`src/rtl/decoder_scan_pkg.sv`:
```
// Shared definitions for the registered decoder with scan mode:
// FSM state encodings and the dwell-counter width helper.
package decoder_scan_pkg;

    typedef enum logic [1:0] {
        ST_IDLE   = 2'd0,
        ST_DIRECT = 2'd1,
        ST_SCAN   = 2'd2
    } state_t;

    // Counter width for a dwell of DWELL cycles, never narrower than one bit.
    function automatic int dwell_cnt_w(input int dwell);
        return (dwell <= 2) ? 1 : $clog2(dwell);
    endfunction

endpackage

```
`src/rtl/decoder_scan_dwell_counter.sv`:
```
// Free-running modulo-DWELL counter; tick marks the terminal count and is
// suppressed while clr is asserted so a restart never advances the scan.
module dwell_counter
    import decoder_scan_pkg::*;
#(
    parameter int DWELL = 4
) (
    input  logic clk,
    input  logic rst_n,
    input  logic clr,
    output logic tick
);

    localparam int CW = dwell_cnt_w(DWELL);
    localparam logic [CW-1:0] TERM = CW'(DWELL - 1);

    logic [CW-1:0] r_cnt;
    logic          w_term;

    assign w_term = (r_cnt == TERM);
    assign tick   = w_term && !clr;

    always_ff @(posedge clk) begin
        if (!rst_n || clr) begin
            r_cnt <= '0;
        end else if (w_term) begin
            r_cnt <= '0;
        end else begin
            r_cnt <= r_cnt + 1'b1;
        end
    end

endmodule

```
`src/rtl/decoder_scan.sv`:
```
// Registered N-to-2^N one-hot (or one-cold) decoder with a direct mode and
// an autonomous scan mode that walks idx 0..last with a fixed dwell.
module decoder_scan
    import decoder_scan_pkg::*;
#(
    parameter int N          = 2,
    parameter int DWELL      = 4,
    parameter int ACTIVE_LOW = 0
) (
    input  logic                clk,
    input  logic                rst_n,
    input  logic                en,
    input  logic                mode,
    input  logic                in_valid,
    input  logic [N-1:0]        i,
    input  logic [N-1:0]        last,
    output logic [(1<<N)-1:0]   y,
    output logic [N-1:0]        idx,
    output logic                step,
    output logic                busy
);

    localparam int NOUT = 1 << N;
    localparam logic [NOUT-1:0] Y_OFF = (ACTIVE_LOW != 0) ? {NOUT{1'b1}} : {NOUT{1'b0}};

    function automatic logic [NOUT-1:0] f_decode(input logic [N-1:0] sel);
        logic [NOUT-1:0] v;
        v      = '0;
        v[sel] = 1'b1;
        return (ACTIVE_LOW != 0) ? ~v : v;
    endfunction

    state_t          r_state;
    logic [NOUT-1:0] r_y;
    logic [N-1:0]    r_idx;
    logic            r_step;
    logic            r_busy;

    state_t          w_nxt;
    logic            w_clr;
    logic            w_tick;
    logic [N-1:0]    w_idx_adv;

    always_comb begin
        w_nxt = ST_IDLE;
        if (en) begin
            w_nxt = mode ? ST_SCAN : ST_DIRECT;
        end
    end

    // The dwell count only runs while the scan continues; any entry restarts it.
    assign w_clr     = !((r_state == ST_SCAN) && (w_nxt == ST_SCAN));
    assign w_idx_adv = (r_idx >= last) ? '0 : r_idx + 1'b1;

    dwell_counter #(
        .DWELL (DWELL)
    ) u_dwell (
        .clk   (clk),
        .rst_n (rst_n),
        .clr   (w_clr),
        .tick  (w_tick)
    );

    always_ff @(posedge clk) begin
        if (!rst_n) begin
            r_state <= ST_IDLE;
            r_y     <= Y_OFF;
            r_idx   <= '0;
            r_step  <= 1'b0;
            r_busy  <= 1'b0;
        end else begin
            r_state <= w_nxt;
            r_busy  <= (w_nxt != ST_IDLE);
            r_step  <= 1'b0;
            case (w_nxt)
                ST_DIRECT: begin
                    if (in_valid) begin
                        r_idx <= i;
                        r_y   <= f_decode(i);
                    end else if (r_state != ST_DIRECT) begin
                        r_idx <= '0;
                        r_y   <= Y_OFF;
                    end
                end
                ST_SCAN: begin
                    if (r_state != ST_SCAN) begin
                        r_idx <= '0;
                        r_y   <= f_decode('0);
                    end else if (w_tick) begin
                        r_step <= 1'b1;
                        r_idx  <= w_idx_adv;
                        r_y    <= f_decode(w_idx_adv);
                    end
                end
                default: begin
                    r_idx <= '0;
                    r_y   <= Y_OFF;
                end
            endcase
        end
    end

    assign y    = r_y;
    assign idx  = r_idx;
    assign step = r_step;
    assign busy = r_busy;

endmodule

```
`config.mk`:
```
export PLATFORM = sky130hd
export DESIGN_NAME = decoder_scan
export DESIGN_NICKNAME = d
export VERILOG_FILES = /design/src/rtl/decoder_scan_pkg.sv /design/src/rtl/decoder_scan_dwell_counter.sv /design/src/rtl/decoder_scan.sv
export SDC_FILE = /design/constraint.sdc
export NUM_CORES = 1
export LEC_CHECK = 0
export ABC_CLOCK_PERIOD_IN_PS = 1920
export CORE_ASPECT_RATIO = 1.2
export CORE_MARGIN = 8
export CORE_UTILIZATION = 32
export CTS_BUF_LIST = sky130_fd_sc_hd__clkbuf_4 sky130_fd_sc_hd__clkbuf_8
export DETAILED_ROUTE_END_ITERATION = 10
export PLACE_DENSITY = 0.63
export SLEW_MARGIN = 40
export SYNTH_ARGS = -nofsm -noshare
export SYNTH_HDL_FRONTEND = slang
export SYNTH_SLANG_ARGS = --single-unit
```
`constraint.sdc`:
```
create_clock -name clk -period 1.92 [get_ports clk]
set_input_delay 0.576 -clock clk [delete_from_list [all_inputs] [get_ports clk]]
set_output_delay 0.576 -clock clk [all_outputs]
set_load 0.02 [all_outputs]
```
==> results of run 1 <==
-- synth_stat cells, drive strengths merged --
master	n
nor2	4
o2bb2ai	4
a31oi	1
a21oi	5
o211ai	1
a2111oi	2
ha	3
o31ai	1
o21ai	1
a32oi	2
inv	7
dfxtp	12
o221a	1
and3	2
nand2b	3
a31o	1
or3	1
nand2	4
nand4b	1
nor3b	1
o21a	1
nor3	1
and4bb	1
nor4b	1
-- worst reg2reg max path, stage by stage (launching register included) --
cell	delay, ns
dfxtp_1	0.40
inv_1	0.07
ha_1	0.29
nand2b_4	0.17
a2111oi_4	0.39
buf_4	0.17
a31oi_1	0.03
o2bb2ai_1	0.14
-- area by class of cell --
| class | count | area (µm²) |
|---|---|---|
| Multi-Input combinational cell | 42 | 373 |
| Inverter | 7 | 26.3 |
| Sequential cell | 12 | 240 |
| Clock buffer | 3 | 22.5 |
| Fill cell | 179 | 937 |
| Tap cell | 19 | 23.8 |
| Timing Repair Buffer | 21 | 206 |
-- state kept, by name, indices dropped and copies added (netlist names) --
register and cells:
r_state 2, idx 2, busy 1, y 4, step 1, u_dwell.r_cnt 2
-- power by group through the flow --
stage          combinational (W)  clock (W)  sequential, W
4_1_cts                0.0000792   0.000157       0.000258
5_1_grt                0.0000841   0.000166       0.000259
3_5_place_dp           0.0000742          0       0.000264
2_1_floorplan          0.0000282          0       0.000268
6_report               0.0000775   0.000146       0.000258
3_3_place_gp           0.0000723          0       0.000264
-- worst max-delay path by stage --
stage,end,slack [ns],from
floorplan,idx[1],0.12,idx[0]
global placement,y[3],-0.34,last[0]
detailed placement,idx[1],-0.42,last[0]
CTS,y[2],0.02,last[0]
global route,idx[0],0.008,idx[0]
finish,idx[0],0.06,idx[0]
-- kinds of logic (layout without fill, tap and decap cells) --
group / Yosys count / after routing / synth area share (%)
adder cells (fa/ha/maj): 3 / 3 / 6.06
flip-flops: 12 / 12 / 38.8
AO/OA/AOI/OAI: 20 / 20 / 30.7
buffers and inverters: 7 / 31 / 4.24
AND/OR/NAND/NOR: 19 / 19 / 20.2
-- timing repair --
item / 4_1_cts / 5_1_grt
pin swaps: 2 / 4
setup buffers: 1 / 0
gates resized for setup: 5 / 5
hold buffers: 0 / 0
endpoints found under the setup margin: 6 / 4
-- layer usage --
layer / vias up / track usage (%) / routed length [µm]
li1: 282 / - / -
met5: - / 0 / 0
met2: 15 / 14.0 / 704
met1: 257 / 8.87 / 628
met4: 0 / 6.93 / 36
met3: 2 / 2.57 / 98
-- metrics by stage --
step                      total power (W)  hold WS (ns)  instance area, µm²  instances  util (%)
after detailed placement         0.000338         0.421                 833        100      45.6
after CTS                        0.000495         0.433                 882        104      48.2
after floorplan                  0.000296         0.403                 619         61         -
final                            0.000482         0.434                 892        104      48.8
after global placement           0.000336         0.411                 833        100      45.6
after global routing             0.000509         0.447                 892        104      48.8
==> impl_metrics.yaml, run 1 <==
drt:
  first_pass_iters: 4
  route.antenna.remaining_nets: 0
  vias: 556
  drt-total-wl_mm: 1.47
  drc: 0
  vias_per_cell: 5.35
  first_iter_violations: 10
  wl_per_cell_um: 14.1
power:
  pwr_density_cell_mw_per_mm2: 540
  p_clk_share_pct: 30.3
  p_seq_share_pct: 53.6
  p_int_w: 0.000366
  swShare_pct: 24.0
  leakage_nw: 0.377
  p_sw_w: 0.000116
  vdd_drop_max_v: 0.000371
  combPwrFrac_pct: 16.1
synth:
  synth_top_area_share_pct: 38.8
  synth_area_um2: 619
  synth_area_leader_cell: "dfxtp_1"
  ys_top_cells_by_area: "dfxtp_1, a2111oi_4, ha_1"
  synth_fp_nets: 73
  yosysWarnings: 0
  yosysSeqAreaShare_pct: 38.8
  synth-seq-cells: 12
  synthCells: 61
  synth_cell_types: 26
  avgSynthCellArea_um2: 10.2
min_path:
  hold_class: "reg2reg"
  min_to: "u_dwell.r_cnt[0]"
  hold_depth: 1
  hp-start: "u_dwell.r_cnt[0]"
setup_path:
  path_cells: "clkdlybuf4s50_1"
  rr_startpoint: "idx[0]"
  cp_slowest_cell: "clkdlybuf4s50_1"
  crit_required_ns: 1.34
  cpPeakStageDelay_ns: 0.63
  path_delay_family: "buffers and inverters"
  arrival_ns: 1.29
  crit_type: "reg2out"
  critPathCaptureType: "primary output"
  cp.depth: 1
  r2r_cells: 7
  crit_buf_inv: 1
  cp_max_fo: 4
  reg2reg_to: "y[2]"
  worstSetupStartpointType: "flop"
  regToRegSetupSlack_ns: 0.20
timing:
  setup_viol: 0
  hold_viol: 0
  fmax_ghz: 0.537
  worstMarginPinSlew_ns: 0.367
  finalSetupTns_ns: 0
  slew_violations: 0
  slew_headroom_pct: 75.6
  fin_crit_sh_pct: 97.0
  clock_skew_ns: 0.00330
  rsz0062_at_grt: "false"
  min_period_ns: 1.86
  timing.final.ws_setup_ns: 0.0582
clock_tree:
  ctsLongestPathBuffers: 2
  clkTransAtPathRegs_ns: 0.07
  cts_max_level: 1
  cts_buffers: 3
  clock_latency_ns: 0.26
  cts_sinks: 12
  cts_tree: "yes"
  cts.root.buffer_cell: "clkbuf_4"
status:
  status: "complete, no violations"
run:
  maxCapViolCount: 0
global_routing:
  groute.usage.overall_pct: 8.57
  grt_pass1_vias: 598
  grt_max_degree: 8
  antenna_found_initial: 0
  grt_pass1_wl_mm: 2.59
  overflow: 0
finish:
  diodes: 0
  drive_above_1_share_pct: 20.0
  layout_commonest_cell: "dfxtp_1"
  final_cell_mix: "dfxtp_1, clkdlybuf4s50_1, inv_1"
  fin_nets: 99
  syn2layout_area_growth_pct: 44.0
die:
  die-area_mm2: 0.00360
  rows: 17
  io_pins: 17
  start_util_pct: 33.9
  die_y_um: 64.2
  design.core.area_mm2: 0.00183
  chipWidth_um: 56.2
placed_design:
  hpwl_mm: 1.18
  pre_cts_slack_ns: -0.416
  gp_congestion: 0.746
  port_buffers: 16
Power figures use the tool's default switching activity.
==> run 2: changes to the inputs <==
Settings changed: ABC_CLOCK_PERIOD_IN_PS 1920 to 2000.
Clock period 1.92 ns to 2 ns, I/O delays scaled along.
==> impl_metrics.yaml, run 2 (same netlist as run 1, synthesis figures left out) <==
timing:
  hold_viol: 0
  slew_headroom_pct: 75.3
  fin_crit_sh_pct: 95.0
  slew_violations: 0
  setup_viol: 0
  worstMarginPinSlew_ns: 0.370
  fmax_ghz: 0.526
  timing.final.ws_setup_ns: 0.100
  fin_hold_ws_ns: 0.428
  clock_skew_ns: 0.00543
  rsz0062_at_grt: "false"
  min_period_ns: 1.90
setup_path:
  crit_required_ns: 1.40
  crit_buf_inv: 1
  crit_type: "reg2out"
  path_cells: "clkdlybuf4s50_1"
  cp_max_fo: 4
  critPathCaptureType: "primary output"
  worstSetupStartpointType: "flop"
  cp_slowest_cell: "clkdlybuf4s50_1"
  arrival_ns: 1.30
  path_delay_family: "buffers and inverters"
  cpPeakStageDelay_ns: 0.63
finish:
  drive_above_1_share_pct: 17.9
  fillCellCount: 173
  layout_commonest_cell: "clkdlybuf4s50_1"
  largest_reg_flops: 4
  diodes: 0
  final_cell_mix: "clkdlybuf4s50_1, dfxtp_1, inv_1"
  multi_input_area_um2: 373
  fin_nets: 98
  syn2layout_area_growth_pct: 42.2
  regArea_um2: 240
power:
  p_seq_share_pct: 52.6
  combPwrFrac_pct: 16.0
  p_clk_share_pct: 31.3
  vdd_drop_max_v: 0.000263
  p_sw_w: 0.000118
  swShare_pct: 25.1
  pwr_density_cell_mw_per_mm2: 535
  p_int_w: 0.000353
  leakage_nw: 0.358
die:
  rows: 17
  io_pins: 17
  die-area_mm2: 0.00360
  chipWidth_um: 56.2
  start_util_pct: 33.9
  die_y_um: 64.2
  design.core.area_mm2: 0.00183
drt:
  route.antenna.remaining_nets: 0
  first_pass_iters: 3
  wl_per_cell_um: 14.6
  drc: 0
  vias_per_cell: 5.37
  vias: 553
  drt-total-wl_mm: 1.51
  first_iter_violations: 11
placed_design:
  pre_cts_slack_ns: -0.379
  hpwl_mm: 1.23
  port_buffers: 16
  gp_congestion: 0.753
run:
  maxCapViolCount: 0
global_routing:
  antenna_found_initial: 0
  groute.usage.overall_pct: 9.26
  grt_max_degree: 8
  grt_pass1_vias: 637
  overflow: 0
  grt_pass1_wl_mm: 2.70
clock_tree:
  cts.root.buffer_cell: "clkbuf_4"
  clkTransAtPathRegs_ns: 0.07
  cts_buffers: 3
  ctsLongestPathBuffers: 2
  hold_buffers: 0
  cts_tree: "yes"
  cts_sinks: 12
  clock_latency_ns: 0.28
  cts_max_level: 1
min_path:
  hold_class: "reg2reg"
status:
  status: "complete, no violations"
run 2: power by group through the flow:
stage / registers [W] / clock network (W) / logic [W]
floorplan: 0.000257 / 0 / 0.0000271
global placement: 0.000253 / 0 / 0.0000696
detailed placement: 0.000253 / 0 / 0.0000717
CTS: 0.000248 / 0.000154 / 0.0000746
global route: 0.000249 / 0.000164 / 0.0000830
finish: 0.000248 / 0.000148 / 0.0000755
run 2: layer usage:
| metal | part of all wire, % | up-vias | track usage [%] | wire (µm) |
|---|---|---|---|---|
| met5 | 0 | - | 0 | 0 |
| li1 | - | 276 | - | - |
| met4 | 3.8 | 0 | 8.13 | 57 |
| met3 | 3.2 | 5 | 1.19 | 48 |
| met1 | 41 | 255 | 8.90 | 618 |
| met2 | 52 | 17 | 16.8 | 781 |
run 2: worst register-to-register path, stage by stage, from the launching register on:
cell	delay (ns)
dfxtp_1	0.39
inv_1	0.07
ha_1	0.30
nand2b_4	0.17
a2111oi_4	0.45
o211ai_1	0.16
o31ai_1	0.09
run 2: final timing paths:
kind / startpoint / endpoint / slack, ns / cells past startpoint
hold reg to reg: u_dwell.r_cnt[0] / u_dwell.r_cnt[0] / 0.43 / 1
hold / removal: u_dwell.r_cnt[0] / u_dwell.r_cnt[0] / 0.43 / 1
setup reg to reg: idx[0] / idx[1] / 0.29 / 6
setup / recovery: idx[0] / idx[0] / 0.10 / 1
run 2: what timing repair did:
item                       in CTS  in global routing
setup buffers                   0                  0
gates resized for setup         2                  4
pin swaps                       2                  4
setup endpoints to repair       4                  6
run 2: metrics by stage:
step	instances	util [%]	total power (W)	TNS [ns]	area, µm²
after floorplan	61	-	0.000284	0	619
after global placement	100	45.6	0.000323	-1.39	833
after detailed placement	100	45.6	0.000325	-1.92	833
after CTS	103	47.2	0.000477	0	863
after global routing	103	48.2	0.000495	0	881
final	103	48.2	0.000471	0	881
run 2: cell type report:
| type | instances | share of cell area [%] |
|---|---|---|
| flip-flops and latches | 12 | 27.3 |
| repair buffers | 20 | 22.2 |
| clock buffers | 3 | 2.56 |
| inverters | 7 | 2.98 |
| well taps | 19 | 2.70 |
| multi-input cells | 42 | 42.3 |
==> run 3: changes to the inputs <==
Settings changed: CELL_PAD_IN_SITES_DETAIL_PLACEMENT set to 0, CELL_PAD_IN_SITES_GLOBAL_PLACEMENT set to 1, GPL_TIMING_DRIVEN set to 0, PLACE_DENSITY 0.63 to 0.77.
==> impl_metrics.yaml, run 3 (same netlist as run 1, synthesis figures left out) <==
status:
  status: "complete, no violations"
setup_path:
  worstSetupStartpointType: "primary input"
  arrival_ns: 2.06
  crit_type: "in2reg"
  regToRegSetupSlack_ns: 0.20
  cp_slowest_cell: "clkdlybuf4s50_1"
  cpPeakStageDelay_ns: 0.46
  r2r_cells: 6
  path_cells: "clkdlybuf4s50_1, inv_1, ha_2, a2111oi_4, a21oi_2, o31ai_1"
  cp_max_fo: 3
  reg2reg_to: "y[3]"
  rr_startpoint: "idx[0]"
  crit_required_ns: 2.18
  critPathCaptureType: "flop"
placed_design:
  hpwl_mm: 1.06
  dp.cells: 96
  gp_congestion: 0.712
  port_buffers: 16
clock_tree:
  hold_buffers: 0
  cts_tree: "yes"
  clkTransAtPathRegs_ns: 0.07
  ctsLongestPathBuffers: 2
  clock_latency_ns: 0.27
  cts.root.buffer_cell: "clkbuf_4"
  cts_max_level: 1
  cts_sinks: 12
  cts_buffers: 3
finish:
  drive_above_1_share_pct: 14.8
  fin_cells: 100
  fin_nets: 94
  fillCellCount: 188
  layout_commonest_cell: "clkdlybuf4s50_1"
  final_cell_mix: "clkdlybuf4s50_1, dfxtp_1, inv_1"
  multi_input_area_um2: 363
  syn2layout_area_growth_pct: 37.8
  regArea_um2: 240
  post-route-util_pct: 46.6
  largest_reg_flops: 4
  diodes: 0
run:
  maxCapViolCount: 0
timing:
  fin_crit_sh_pct: 94.0
  fmax_ghz: 0.532
  rsz0062_at_grt: "false"
  slew_headroom_pct: 72.3
  finalSetupTns_ns: 0
  clock_skew_ns: 0.00115
  slew_violations: 0
  min_period_ns: 1.88
  hold_viol: 0
  fin_hold_ws_ns: 0.428
  worstMarginPinSlew_ns: 0.414
  setup_viol: 0
die:
  rows: 17
  io_pins: 17
  design.core.area_mm2: 0.00183
  die-area_mm2: 0.00360
  die_y_um: 64.2
  chipWidth_um: 56.2
  start_util_pct: 33.9
global_routing:
  antenna_found_initial: 0
  overflow: 0
  grt_pass1_vias: 548
  grt_max_degree: 8
  groute.usage.overall_pct: 7.54
  grt_pass1_wl_mm: 2.28
drt:
  wl_per_cell_um: 13.5
  first_iter_violations: 10
  drc: 0
  vias_per_cell: 5.25
  first_pass_iters: 2
  route.antenna.remaining_nets: 0
  vias: 525
  drt-total-wl_mm: 1.35
power:
  vdd_drop_max_v: 0.000335
  leakage_nw: 0.349
  pwr_density_cell_mw_per_mm2: 594
min_path:
  hp-start: "u_dwell.r_cnt[0]"
  min_to: "u_dwell.r_cnt[0]"
  hold_class: "reg2reg"
  hold_depth: 1
-- run 3: cell count changes in the layout (fill, tap and decap cells not counted), sizes merged --
cell,delta
buf,-4
clkbuf,+1
clkdlybuf4s50,-1
dlygate4sd2,+1
-- run 3: how the worst max path moves through the flow --
stage | start | end
4_1_cts | last[0] | idx[1]
2_1_floorplan | idx[0] | idx[1]
6_report | last[1] | idx[1]
5_1_grt | idx[0] | y[3]
3_5_place_dp | last[0] | y[3]
3_3_place_gp | last[0] | y[1]
-- run 3: where the power goes --
group          internal (W)  total [W]  switching (W)
logic             0.0000338  0.0000676      0.0000338
clock network      0.000111   0.000192      0.0000812
registers          0.000244   0.000248     0.00000405
total              0.000388   0.000507       0.000119
-- run 3: what timing repair did --
item,CTS,global route
cloned,0,0
endpoints found under the hold margin,0,0
setup buffers,0,0
pin swaps,1,5
gates resized for setup,1,5
endpoints found under the setup margin,4,6
-- run 3: through the flow --
stage	instance area (µm²)	power, W	setup slack [ns]
3_3_place_gp	803	0.000318	-0.298
5_1_grt	853	0.000530	0.0340
2_1_floorplan	619	0.000284	0.203
6_report	853	0.000507	0.121
3_5_place_dp	803	0.000319	-0.326
4_1_cts	838	0.000511	0.00279
-- run 3: layer usage --
metal  share of wire [%]  GRT usage (%)  up-vias  wire length, µm
li1                    -              -      270                -
met1                  47           8.53      239              631
met2                  47           11.5       12              632
met3                 5.1           3.16        4               69
met4                 1.5           4.52        0               20
met5                   0              0        -                0
-- run 3: worst max-delay path: cells and delay by family --
| family | cells | cell delay [ns] |
|---|---|---|
| AOI/OAI and AO/OA | 3 | 0.64 |
| buffers and inverters | 2 | 0.50 |
| adders and majority gates | 1 | 0.32 |
-- run 3: area by class of cell --
class	count	area share [%]
Inverter	7	3.08
Clock buffer	4	4.25
Multi-Input combinational cell	42	42.5
Tap cell	19	2.79
Sequential cell	12	28.2
Timing Repair Buffer	16	19.2
